===== config.mk =====
export PLATFORM = sky130hd
export DESIGN_NAME = substitution_layer_folded
export DESIGN_NICKNAME = d
export VERILOG_FILES = /design/src/rtl/ascon_pkg.sv /design/src/rtl/substitution_layer_folded.sv
export SDC_FILE = /design/constraint.sdc
export NUM_CORES = 1
export LEC_CHECK = 0
export BUFFER_PORTS_ARGS = -buffer_cell sky130_fd_sc_hd__buf_2
export CAP_MARGIN = 20
export CORE_AREA = 2 2 250 252
export DETAILED_ROUTE_END_ITERATION = 6
export DIE_AREA = 0 0 252 254
export PLACE_DENSITY = 0.65
export SETUP_SLACK_MARGIN = 0.3
export SLEW_MARGIN = 15
export SYNTH_ARGS = -nofsm -noshare
export SYNTH_HDL_FRONTEND = slang
export SYNTH_SLANG_ARGS = --single-unit
export TNS_END_PERCENT = 1

===== constraint.sdc =====
create_clock -name clk_i -period 3.5 [get_ports clk_i]
set_clock_uncertainty 0.15 [all_clocks]
set_input_delay 0.35 -clock clk_i [delete_from_list [all_inputs] [get_ports clk_i]]
set_output_delay 0.35 -clock clk_i [all_outputs]
set_load 0.05 [all_outputs]

===== src/rtl/ascon_pkg.sv =====
// Shared Ascon datapath types: five 64-bit words, word 0 first.
package ascon_pkg;

    parameter int unsigned WORD_WIDTH = 64;
    parameter int unsigned NUM_WORDS  = 5;

    typedef logic [NUM_WORDS-1:0][WORD_WIDTH-1:0] ascon_state_t;

endpackage


===== src/rtl/substitution_layer_folded.sv =====
// Folded Ascon substitution layer: LANES bit-slices per cycle, valid/ready on both sides.
// The working register doubles as the output, so results hold under backpressure for free.
module substitution_layer_folded
    import ascon_pkg::*;
#(
    parameter int unsigned LANES = 8
) (
    input  logic         clk_i,
    input  logic         rst_i,
    input  logic         valid_i,
    output logic         ready_o,
    input  ascon_state_t state_array_i,
    output logic         valid_o,
    input  logic         ready_i,
    output ascon_state_t state_array_o,
    output logic         busy_o
);

    localparam int unsigned STEPS = (LANES > 0) ? WORD_WIDTH / LANES : 1;
    localparam int unsigned CntW  = (STEPS > 1) ? $clog2(STEPS) : 1;
    localparam int unsigned IdxW  = $clog2(WORD_WIDTH);

    if (LANES < 1 || (WORD_WIDTH % LANES) != 0) begin : g_bad_lanes
        $error("LANES must be >= 1 and divide WORD_WIDTH");
    end

    typedef enum logic [1:0] {StIdle, StBusy, StDone} state_e;

    state_e           state_q, state_d;
    logic [CntW-1:0]  cnt_q, cnt_d;
    ascon_state_t     st_q, st_d;

    logic [IdxW-1:0]            base;
    logic [4:0][LANES-1:0]      x, a, t, b, y;

    // Bit-sliced Ascon S-box applied to the current chunk of LANES slices.
    always_comb begin
        base = IdxW'(cnt_q) * IdxW'(LANES);
        x[0] = st_q[0][base +: LANES];
        x[1] = st_q[1][base +: LANES];
        x[2] = st_q[2][base +: LANES];
        x[3] = st_q[3][base +: LANES];
        x[4] = st_q[4][base +: LANES];

        a    = x;
        a[0] = x[0] ^ x[4];
        a[4] = x[4] ^ x[3];
        a[2] = x[2] ^ x[1];

        t[0] = ~a[0] & a[1];
        t[1] = ~a[1] & a[2];
        t[2] = ~a[2] & a[3];
        t[3] = ~a[3] & a[4];
        t[4] = ~a[4] & a[0];

        b[0] = a[0] ^ t[1];
        b[1] = a[1] ^ t[2];
        b[2] = a[2] ^ t[3];
        b[3] = a[3] ^ t[4];
        b[4] = a[4] ^ t[0];

        y[0] = b[0] ^ b[4];
        y[1] = b[1] ^ b[0];
        y[2] = ~b[2];
        y[3] = b[3] ^ b[2];
        y[4] = b[4];
    end

    always_comb begin
        ready_o = 1'b0;
        valid_o = 1'b0;
        busy_o  = 1'b0;
        state_d = state_q;
        cnt_d   = cnt_q;
        st_d    = st_q;

        unique case (state_q)
            StIdle: begin
                ready_o = 1'b1;
                if (valid_i) begin
                    st_d    = state_array_i;
                    cnt_d   = '0;
                    state_d = StBusy;
                end
            end
            StBusy: begin
                busy_o = 1'b1;
                st_d[0][base +: LANES] = y[0];
                st_d[1][base +: LANES] = y[1];
                st_d[2][base +: LANES] = y[2];
                st_d[3][base +: LANES] = y[3];
                st_d[4][base +: LANES] = y[4];
                if (cnt_q == CntW'(STEPS - 1)) begin
                    state_d = StDone;
                end else begin
                    cnt_d = cnt_q + CntW'(1);
                end
            end
            StDone: begin
                valid_o = 1'b1;
                // Pass-through lets a new state be taken in the same cycle the result leaves.
                ready_o = ready_i;
                if (ready_i) begin
                    if (valid_i) begin
                        st_d    = state_array_i;
                        cnt_d   = '0;
                        state_d = StBusy;
                    end else begin
                        state_d = StIdle;
                    end
                end
            end
            default: begin
                state_d = StIdle;
            end
        endcase
    end

    always_ff @(posedge clk_i) begin
        if (rst_i) begin
            state_q <= StIdle;
            cnt_q   <= '0;
            st_q    <= '0;
        end else begin
            state_q <= state_d;
            cnt_q   <= cnt_d;
            st_q    <= st_d;
        end
    end

    assign state_array_o = st_q;

endmodule


Yosys cells after proc, flatten, opt, wreduce, memory -nomap -nowiden
Cells that the tools add are included.
{"block": "word_totals", "out_inout_bits": 323, "ff_bits": 325, "input_bits": 324, "wordCells": 74}
{"block": "classes", "muxes": 20, "n_eq_ne": 7, "shifts": 11, "n_reduce_logical": 5, "bitwise": 22, "n_addsub": 2}
{"cell": "320-bit one-hot mux with 3 select lines", "count": 1}
{"cell": "320-bit 2-to-1 mux", "count": 2}
{"cell": "64-bit bitwise mux", "count": 5}
{"cell": "64-bit by 7-bit indexed part select with 8-bit output", "count": 5}
{"cell": "8-bit by 8-bit indexed part select with 64-bit output", "count": 5}
{"cell": "8-bit bitwise XOR", "count": 11}
{"cell": "8-bit by 8-bit variable shift with 64-bit output, first input constant", "count": 1}
{"cell": "8-bit inverter", "count": 6}
{"cell": "8-bit AND", "count": 5}
{"cell": "3-bit 2-to-1 mux", "count": 3}
{"cell": "3-bit one-hot mux with 3 select lines", "count": 1}
{"cell": "2-bit != test, second input constant", "count": 4}
{"cell": "6-bit negation with 8-bit output", "count": 1}
{"cell": "2-bit 2-to-1 mux", "count": 3}
{"cell": "2-bit one-hot mux with 3 select lines", "count": 1}
{"cell": "3-bit AND reduction", "count": 2}
{"cell": "3-bit by 1-bit adder with 3-bit output, second input constant", "count": 1}
{"cell": "3-bit == test, second input constant", "count": 1}
{"cell": "1-bit 2-to-1 mux", "count": 3}
{"cell": "3-bit nonzero test", "count": 1}
{"cell": "2-bit by 1-bit == test with 1-bit output, second input constant", "count": 1}
{"cell": "2-bit == test, second input constant", "count": 1}
{"cell": "2-bit zero test", "count": 1}
{"cell": "1-bit one-hot mux with 2 select lines", "count": 1}
{"cell": "2-bit AND reduction", "count": 1}

Depth between registers and ports, before layout
Gate-level depths: netlist of the first run.
{"block": "depth", "word_depth": 9, "depth_mapped": 15, "depth_no_buf": 10}

Least setup slack after synthesis of the first run
No wires, ideal clock.
{"block": "synth_timing", "path_type": "register -> register", "start": "register cnt_q[0]", "end": "register st_q (netlist bit state_array_o[227])", "arrival_ns": 3.461, "required_ns": 3.238, "stages_incl_launch_ff": 14, "setup_slack_ns": -0.223, "path_cell_list": "dfxtp_1 -> clkbuf_4 -> buf_4 -> buf_2 -> buf_2 -> mux4_2 -> nand2_1 -> nand2_1 -> ha_1 -> xnor2_1 -> xor2_1 -> xnor2_1 -> and2_1 -> a2111oi_1"}
{"block": "synth_between", "elab_chain_len": 9, "elab_cells_between_ends": 20, "cone_classes": "1 x add/sub; 7 x shift; 2 x mux; 10 x bitwise"}
{"element": "start, declared", "line_no": "substitution_layer_folded.sv:30", "source": "logic [CntW-1:0] cnt_q, cnt_d;"}
{"element": "start signal, assigned", "line_no": "substitution_layer_folded.sv:126", "source": "cnt_q <= cnt_d;"}
{"element": "64-bit by 7-bit indexed part select with 8-bit output (on tied branches)", "line_no": "substitution_layer_folded.sv:43, substitution_layer_folded.sv:42"}
{"element": "8-bit bitwise XOR", "line_no": "substitution_layer_folded.sv:47", "source": "a[4] = x[4] ^ x[3];"}
{"element": "8-bit inverter", "line_no": "substitution_layer_folded.sv:54", "source": "t[4] = ~a[4] & a[0];"}
{"element": "8-bit AND", "line_no": "substitution_layer_folded.sv:54"}
{"element": "8-bit bitwise XOR", "line_no": "substitution_layer_folded.sv:59", "source": "b[3] = a[3] ^ t[4];"}
{"element": "8-bit bitwise XOR", "line_no": "substitution_layer_folded.sv:65", "source": "y[3] = b[3] ^ b[2];"}
{"element": "8-bit by 8-bit indexed part select with 64-bit output", "line_no": "substitution_layer_folded.sv:91", "source": "st_d[3][base +: LANES] = y[3];"}
{"element": "64-bit bitwise mux (*)", "line_no": "substitution_layer_folded.sv:91"}
{"element": "320-bit one-hot mux with 3 select lines (*)", "line_no": "substitution_layer_folded.sv:77", "source": "unique case (state_q)"}
{"element": "end signal, assigned", "line_no": "substitution_layer_folded.sv:127", "source": "st_q <= st_d;"}
{"element": "end, declared", "line_no": "substitution_layer_folded.sv:31", "source": "ascon_state_t st_q, st_d;"}
Every way passes the cells marked *; elsewhere a longest branch is shown, timed or not.
A chain may end at the register's enable or synchronous reset.

Worst setup path in the final report of the first run
{"block": "layout_timing", "start": "register cnt_q[0]", "end": "register st_q (netlist bit state_array_o[38])"}
{"block": "layout_between", "elab_chain_len": 9, "elab_cells_between_ends": 20, "cone_classes": "1 x add/sub; 7 x shift; 2 x mux; 10 x bitwise"}
{"element": "64-bit by 7-bit indexed part select with 8-bit output (on tied branches)", "line_no": "substitution_layer_folded.sv:39, substitution_layer_folded.sv:43"}
{"element": "8-bit bitwise XOR", "line_no": "substitution_layer_folded.sv:46", "source": "a[0] = x[0] ^ x[4];"}
{"element": "8-bit inverter", "line_no": "substitution_layer_folded.sv:50", "source": "t[0] = ~a[0] & a[1];"}
{"element": "8-bit AND", "line_no": "substitution_layer_folded.sv:50"}
{"element": "8-bit bitwise XOR", "line_no": "substitution_layer_folded.sv:60", "source": "b[4] = a[4] ^ t[0];"}
{"element": "8-bit bitwise XOR", "line_no": "substitution_layer_folded.sv:62", "source": "y[0] = b[0] ^ b[4];"}
{"element": "8-bit by 8-bit indexed part select with 64-bit output", "line_no": "substitution_layer_folded.sv:88", "source": "st_d[0][base +: LANES] = y[0];"}
{"element": "64-bit bitwise mux (*)", "line_no": "substitution_layer_folded.sv:88"}
{"element": "320-bit one-hot mux with 3 select lines (*)", "line_no": "substitution_layer_folded.sv:77"}
Marks and branches as above.

==> out/results.tsv, run 1 <==
metric	value	unit
FF/Latch Area	6515	µm²
CTS Sinks	325	
clock share of power	23.9	%
share of cells above drive strength 1	36.06	%
Layout Cells excl Fill	3790	
clk root buf	clkbuf_16	
min Tclk post-route	3.330	ns
number of enable flip-flop cells after synthesis	0	
Max Root-Sink Buffers	3	
Comb pwr share	48.7	%
status	completed	
Sw Share	45.31	%
Port Buffers	646	
IO Pins	647	
via count	21764	
FF-to-FF path depth	9	
final hold viol count	0	
Relative slew margins	39.89	%
Layout area overhead	51.72	%
PwrDens	636.8	nW/µm²
most frequent cells after synthesis	427 x nor2_1, 325 x dfxtp_1, 192 x o21ai_0	
core area	61260	µm²
Worst Tran Pin Value	0.9016	ns
first-pass GRT wire length	149300	µm
Final Setup Violations	0	
crit share post-route	95.14	%
Power, Total	0.01742	W
Max FO, Critical Path	9	
CTS tree	done	
critical path endpoint category	flop	
Detail Placement HPWL	78510	µm
Final Util	44.66	%
Hold Slack	0.02162	ns
final setup margin	0.1702	ns
GR Overflow Total	0	
Switching Power	0.007895	W
TritonCTS Buffers	40	
worst min path class	in -> reg	
RSZ-0062 raised after global routing	true	
Pre-antenna DRT Iters	6	
Syn Area/Cell	8.661	µm²
pre-CTS WS	-0.1099	ns
Critical Path AT	3.63	ns
register area share after synthesis	36.08	%
multi-input logic area	11360	µm²
Rows	91	
Die Width	252	µm
leak pwr	11.53	nW
Yosys warning count	0	
Initial Utilization	29.44	%
Main synth FF type	dfxtp_1	
r2r setup slk	0.17	ns
Max-Cap Viols	0	
DRC Markers	0	
Setup crit start kind	flop	
Final Wtd Congestion	0.9273	
vias in the first global route	21174	
worst hold stages	3	
count leader, synth	nor2_1	
Cell variety after synth	55	
H-tree level count	2	
largest net degree at the start of global routing	107	
Synth area leader	dfxtp_1	
sequential share of power	27.4	%
initial antenna violation count	16	
syn nets	2426	
Synth area leaders	dfxtp_1 36%, nor2_1 8.9%, mux4_2 8.4%	
cells after synthesis	2082	
fill cell count	5976	
Peak Freq	300.3	MHz
Die ar.	64010	µm²
Tot GR Track Use	31.91	%
worst vdd ir	0.3358	mV
Synth Cell Area	18030	µm²
die height	254	µm
nets	3313	
Placed Cells	3455	
Required @ worst endpoint	3.80	ns
Cell Int Power	0.009527	W
clk_lat worst skew	0.58	ns
async set-or-reset flop fraction in the synthesized netlist	0	%
Routed WL per cell	28.13	µm
Vias/cell	5.742	
Post-Route WL	106600	µm
fin. max-slew vios	0	
top cell type's share of synthesized area	36.08	%
post-route antenna net violation count	0	
critical path class	reg -> reg	
clock transition at the registers of the reported paths	0.06	ns
Initial DRC Count	2271	
#FFs+latches synth	325	
final cells by class:
type	count	share of cell area, %
repair buffers	1035	26.21
well taps	790	3.613
flip-flops and latches	325	23.81
multi-input cells	1555	41.53
clock buffers	53	4.134
diodes	8	0.07317
inverters	12	0.1967
clock inverters	12	0.4299
metal layers:
layer | wire [µm] | part of all wire, % | vias up | GRT usage (%)
met1 | 41100 | 39 | 10524 | 38.70
li1 | - | - | 9532 | -
met2 | 50360 | 47 | 1352 | 53.57
met4 | 5649 | 5.3 | 16 | 15.40
met5 | 106 | 0.099 | - | 0
met3 | 9376 | 8.8 | 340 | 7.047
critical path: stages (launching register included):
cell	delay, ns
dfxtp_4	0.46
buf_12	0.19
buf_12	0.15
mux4_2	0.56
a21o_1	0.25
ha_1	0.39
xnor2_2	0.18
xnor2_1	0.21
and2_2	0.28
a2111oi_1	0.37
cells by family after synthesis:
| group | count (synthesis) | share of synthesized area, % |
|---|---|---|
| XOR/XNOR | 116 | 5.953 |
| flip-flops | 325 | 36.08 |
| adder cells (fa/ha/maj) | 20 | 1.388 |
| AND/OR/NAND/NOR | 634 | 14.66 |
| AO/OA/AOI/OAI | 677 | 26.00 |
| multiplexers | 108 | 11.31 |
| buffers and inverters | 202 | 4.607 |
flip-flops by register name, summed over array words and instances, names as in the netlist:
name and cells:
state_q 2, cnt_q 3, state_array_o 320
per-stage QoR:
step                setup TNS [ns]  area (µm²)
floorplan                        0       18150
global placement           -0.5454       22980
detailed placement         -0.5365       22980
CTS                              0       26980
global route                     0       27360
finish                           0       27360
path summary, 6_finish.rpt:
path	from	to
setup / recovery	cnt_q[0]	state_array_o[38]
hold / removal	state_array_i[301]	state_array_o[301]
setup reg to reg	cnt_q[0]	state_array_o[38]
hold reg to reg	state_array_o[161]	state_array_o[161]
what timing repair did:
item                       4_1_cts  5_1_grt
gates cloned                     1        0
pin swaps                        4        9
hold buffers                   246        0
setup buffers                    6        9
gates resized for setup         40       76
hold endpoints to repair       246        0
setup endpoints to repair      163      235
power by group through the flow:
stage          Combinational [W]  Clock [W]  Sequential [W]
5_1_grt                  0.00888    0.00432         0.00479
2_1_floorplan            0.00307          0         0.00618
3_3_place_gp             0.00768          0         0.00484
4_1_cts                  0.00817    0.00420         0.00475
3_5_place_dp             0.00771          0         0.00483
6_report                 0.00848    0.00417         0.00477
placed cells by master (no fill, tap or decap), drive strengths merged, types with 4 or more instances in the layout:
cell,n
buf,789
a31oi,33
mux4,67
xnor2,81
nor2b,4
a211oi,107
nand2b,14
a2111oi,125
o21a,5
a22oi,33
ha,20
dfxtp,325
diode,8
inv,13
clkbuf,53
nand2,69
o211ai,6
a21oi,92
nand3,11
and2,23
o31ai,7
clkinv,9
o22ai,69
dlygate4sd3,246
nor3,75
mux2i,41
a21o,4
o21ai,194
nor2,428
xor2,33
Note: power is estimated with default switching activity, not from simulation.
==> run 2, diff against run 1 <==
==> constraint.sdc (replaced) <==
create_clock -name clk_i -period 3.5 [get_ports clk_i]
set_clock_uncertainty 0.15 [all_clocks]
set_input_delay 0 -clock clk_i [delete_from_list [all_inputs] [get_ports clk_i]]
set_output_delay 0 -clock clk_i [all_outputs]
set_load 0.05 [all_outputs]
==> run 2 against run 1 <==
Against the previous run:
- highest routed layer unchanged
- wire length increased by 4.4%
- first-iteration DRC count increased by 12%
- flip-flop and latch count unchanged
- largest power group unchanged
- sequential share of layout area decreased by 1.4 points
- largest cell class unchanged
- cell count increased by 3.3%
- the run now ends with DRC left
- worst setup slack improved by 0.11 ns
- sequential power about the same
- cell area increased by 6.5%
- total power increased by 4.5%
- non-clock buffer count increased by 117
==> out/results.tsv, run 2 (synthesis results as in run 1) <==
metric	value	unit	change
post-route antenna net violation count	0		unchanged
Relative slew margins	45.20	%	+5.3 points
slowest stage delay, CP	0.40	ns	-0.16 ns
failing checks	DRC		
leak pwr	12.24	nW	+6.2%
clk_lat worst skew	0.59	ns	about the same
nets	3431		+3.6%
share of cells above drive strength 1	37.24	%	+1.2 points
Final Util	47.56	%	+2.9 points
clk root buf	clkbuf_16		
final hold viol count	0		unchanged
worst hold stages	4		+1
FF-to-FF path depth	12		+3
RSZ-0062 raised after global routing	true		
Detail Placement HPWL	78570	µm	about the same
Port Buffers	646		unchanged
most common cell after layout, fill and taps aside	buf_2		
Post-Route WL	111300	µm	+4.4%
Initial DRC Count	2543		+12%
most frequent cells in the layout	645 x buf_2, 413 x nor2_1, 330 x dlygate4sd3_1		
status	complete, but fails checks		
Initial Utilization	29.44	%	unchanged
Largest register FFs	320		unchanged
pre-CTS WS	-0.1270	ns	-0.01713 ns
Die ar.	64010	µm²	unchanged
Placed Cells	3463		+0.23%
via count	22726		+4.4%
TritonCTS Buffers	41		+2.5%
Setup crit start kind	flop		
Required @ worst endpoint	3.81	ns	about the same
crit share post-route	92.07	%	-3.1 points
Peak Freq	310.3	MHz	+3.3%
Max FO, Critical Path	6		-3
worst vdd ir	0.3614	mV	+7.6%
Vias/cell	5.803		+1.1%
Slowest cell on crit path	dfxtp_4		
H-tree level count	2		unchanged
Layout area overhead	61.55	%	
PwrDens	624.9	nW/µm²	-1.9%
Pre-antenna DRT Iters	7		+1
r2r endpoint	state_array_o[24]		
Max-Cap Viols	0		unchanged
CTS tree	done		
Layout Cells excl Fill	3916		+3.3%
Max Root-Sink Buffers	3		unchanged
CTS Sinks	325		unchanged
die height	254	µm	unchanged
min Tclk post-route	3.223	ns	-0.1072 ns
largest net degree at the start of global routing	105		-1.9%
Hold Path Sink	state_array_o[273]		
reg-to-reg startpoint	cnt_q[0]		
final setup margin	0.2774	ns	+0.1072 ns
Final Wtd Congestion	0.9389		+1.3%
Final Setup Violations	0		unchanged
Hold Slack	0.1085	ns	+0.08686 ns
initial antenna violation count	20		+4
critical path endpoint category	flop		
critical path class	reg -> reg		
Rows	91		unchanged
IO Pins	647		unchanged
DRC Markers	2		+2
first-pass GRT wire length	152200	µm	+1.9%
critical-path cell list	buf_12 > buf_16 > buf_4 > and2b_2 > a22oi_1 > buf_4 > nand2_1 > ha_4 > xnor2_2 > xnor2_2 > and2_2 > a2111oi_0		
core area	61260	µm²	unchanged
Routed WL per cell	28.41	µm	+1.0%
Critical Path AT	3.53	ns	-0.10 ns
clock transition at the registers of the reported paths	0.06	ns	about the same
r2r setup slk	0.28	ns	+0.11 ns
Worst Tran Pin Value	0.8220	ns	-0.07959 ns
Tot GR Track Use	32.55	%	+0.64 points
worst min path class	in -> reg		
critical hold path startpoint	state_array_i[273]		
fin. max-slew vios	0		unchanged
GR Overflow Total	0		unchanged
vias in the first global route	21794		+2.9%
Die Width	252	µm	unchanged
==> run 2: how the worst max path moves through the flow <==
stage               slack (ns)  startpoint  cells past startpoint            endpoint
detailed placement       -0.13    cnt_q[0]                     11  state_array_o[220]
finish                    0.28    cnt_q[0]                     12   state_array_o[24]
global placement         -0.07    cnt_q[0]                     10  state_array_o[229]
floorplan                 0.29    cnt_q[0]                     13  state_array_o[225]
global route              0.11    cnt_q[0]                     13   state_array_o[16]
CTS                       0.21    cnt_q[0]                     11  state_array_o[102]
==> run 2: repair_timing <==
action                     4_1_cts  5_1_grt
cloned                           2        6
setup buffers                   10       23
hold buffers                   330        0
gates resized for setup         59      130
hold endpoints to repair       325        0
pin swaps                       10       15
setup endpoints to repair      178      257
==> run 2: area by class of cell <==
| class | count | area [µm²] |
|---|---|---|
| Antenna cell | 8 | 20.02 |
| Clock buffer | 62 | 1257 |
| Clock inverter | 12 | 131.4 |
| Fill cell | 5745 | 32120 |
| Inverter | 12 | 53.80 |
| Multi-Input combinational cell | 1555 | 11740 |
| Sequential cell | 325 | 6515 |
| Tap cell | 790 | 988.4 |
| Timing Repair Buffer | 1152 | 8427 |
==> run 2: critical path, delay by kind of cell (launching register included) <==
family | cells | cell delay [ns]
adders and majority gates | 1 | 0.29
AOI/OAI and AO/OA | 2 | 0.59
and+or+nand+nor | 3 | 0.69
xor gates and xnor gates | 2 | 0.37
DFF | 1 | 0.40
buffers and inverters | 4 | 0.61
==> run 2: report_power, final <==
group | total (W) | switching (W) | internal (W)
Sequential | 0.00477 | 0.000592 | 0.00418
Clock | 0.00446 | 0.00183 | 0.00263
Combinational | 0.00897 | 0.00574 | 0.00323
==> run 2: routing by layer <==
| metal | track usage (%) | share of wire, % | wire [µm] | up-vias |
|---|---|---|---|---|
| li1 | - | - | - | 9761 |
| met1 | 39.36 | 37 | 41580 | 10856 |
| met2 | 54.04 | 46 | 51540 | 1608 |
| met3 | 7.303 | 9.8 | 10920 | 485 |
| met4 | 17.16 | 6.4 | 7104 | 16 |
| met5 | 0 | 0.091 | 101 | - |
==> run 2: stage by stage <==
step / instance area (µm²) / setup TNS (ns) / power [W]
2_1_floorplan: 18150 / 0 / 0.009244
3_3_place_gp: 23010 / -0.3939 / 0.01246
3_5_place_dp: 23010 / -0.9683 / 0.01249
4_1_cts: 28170 / 0 / 0.01763
5_1_grt: 29130 / 0 / 0.01877
6_report: 29130 / 0 / 0.01820
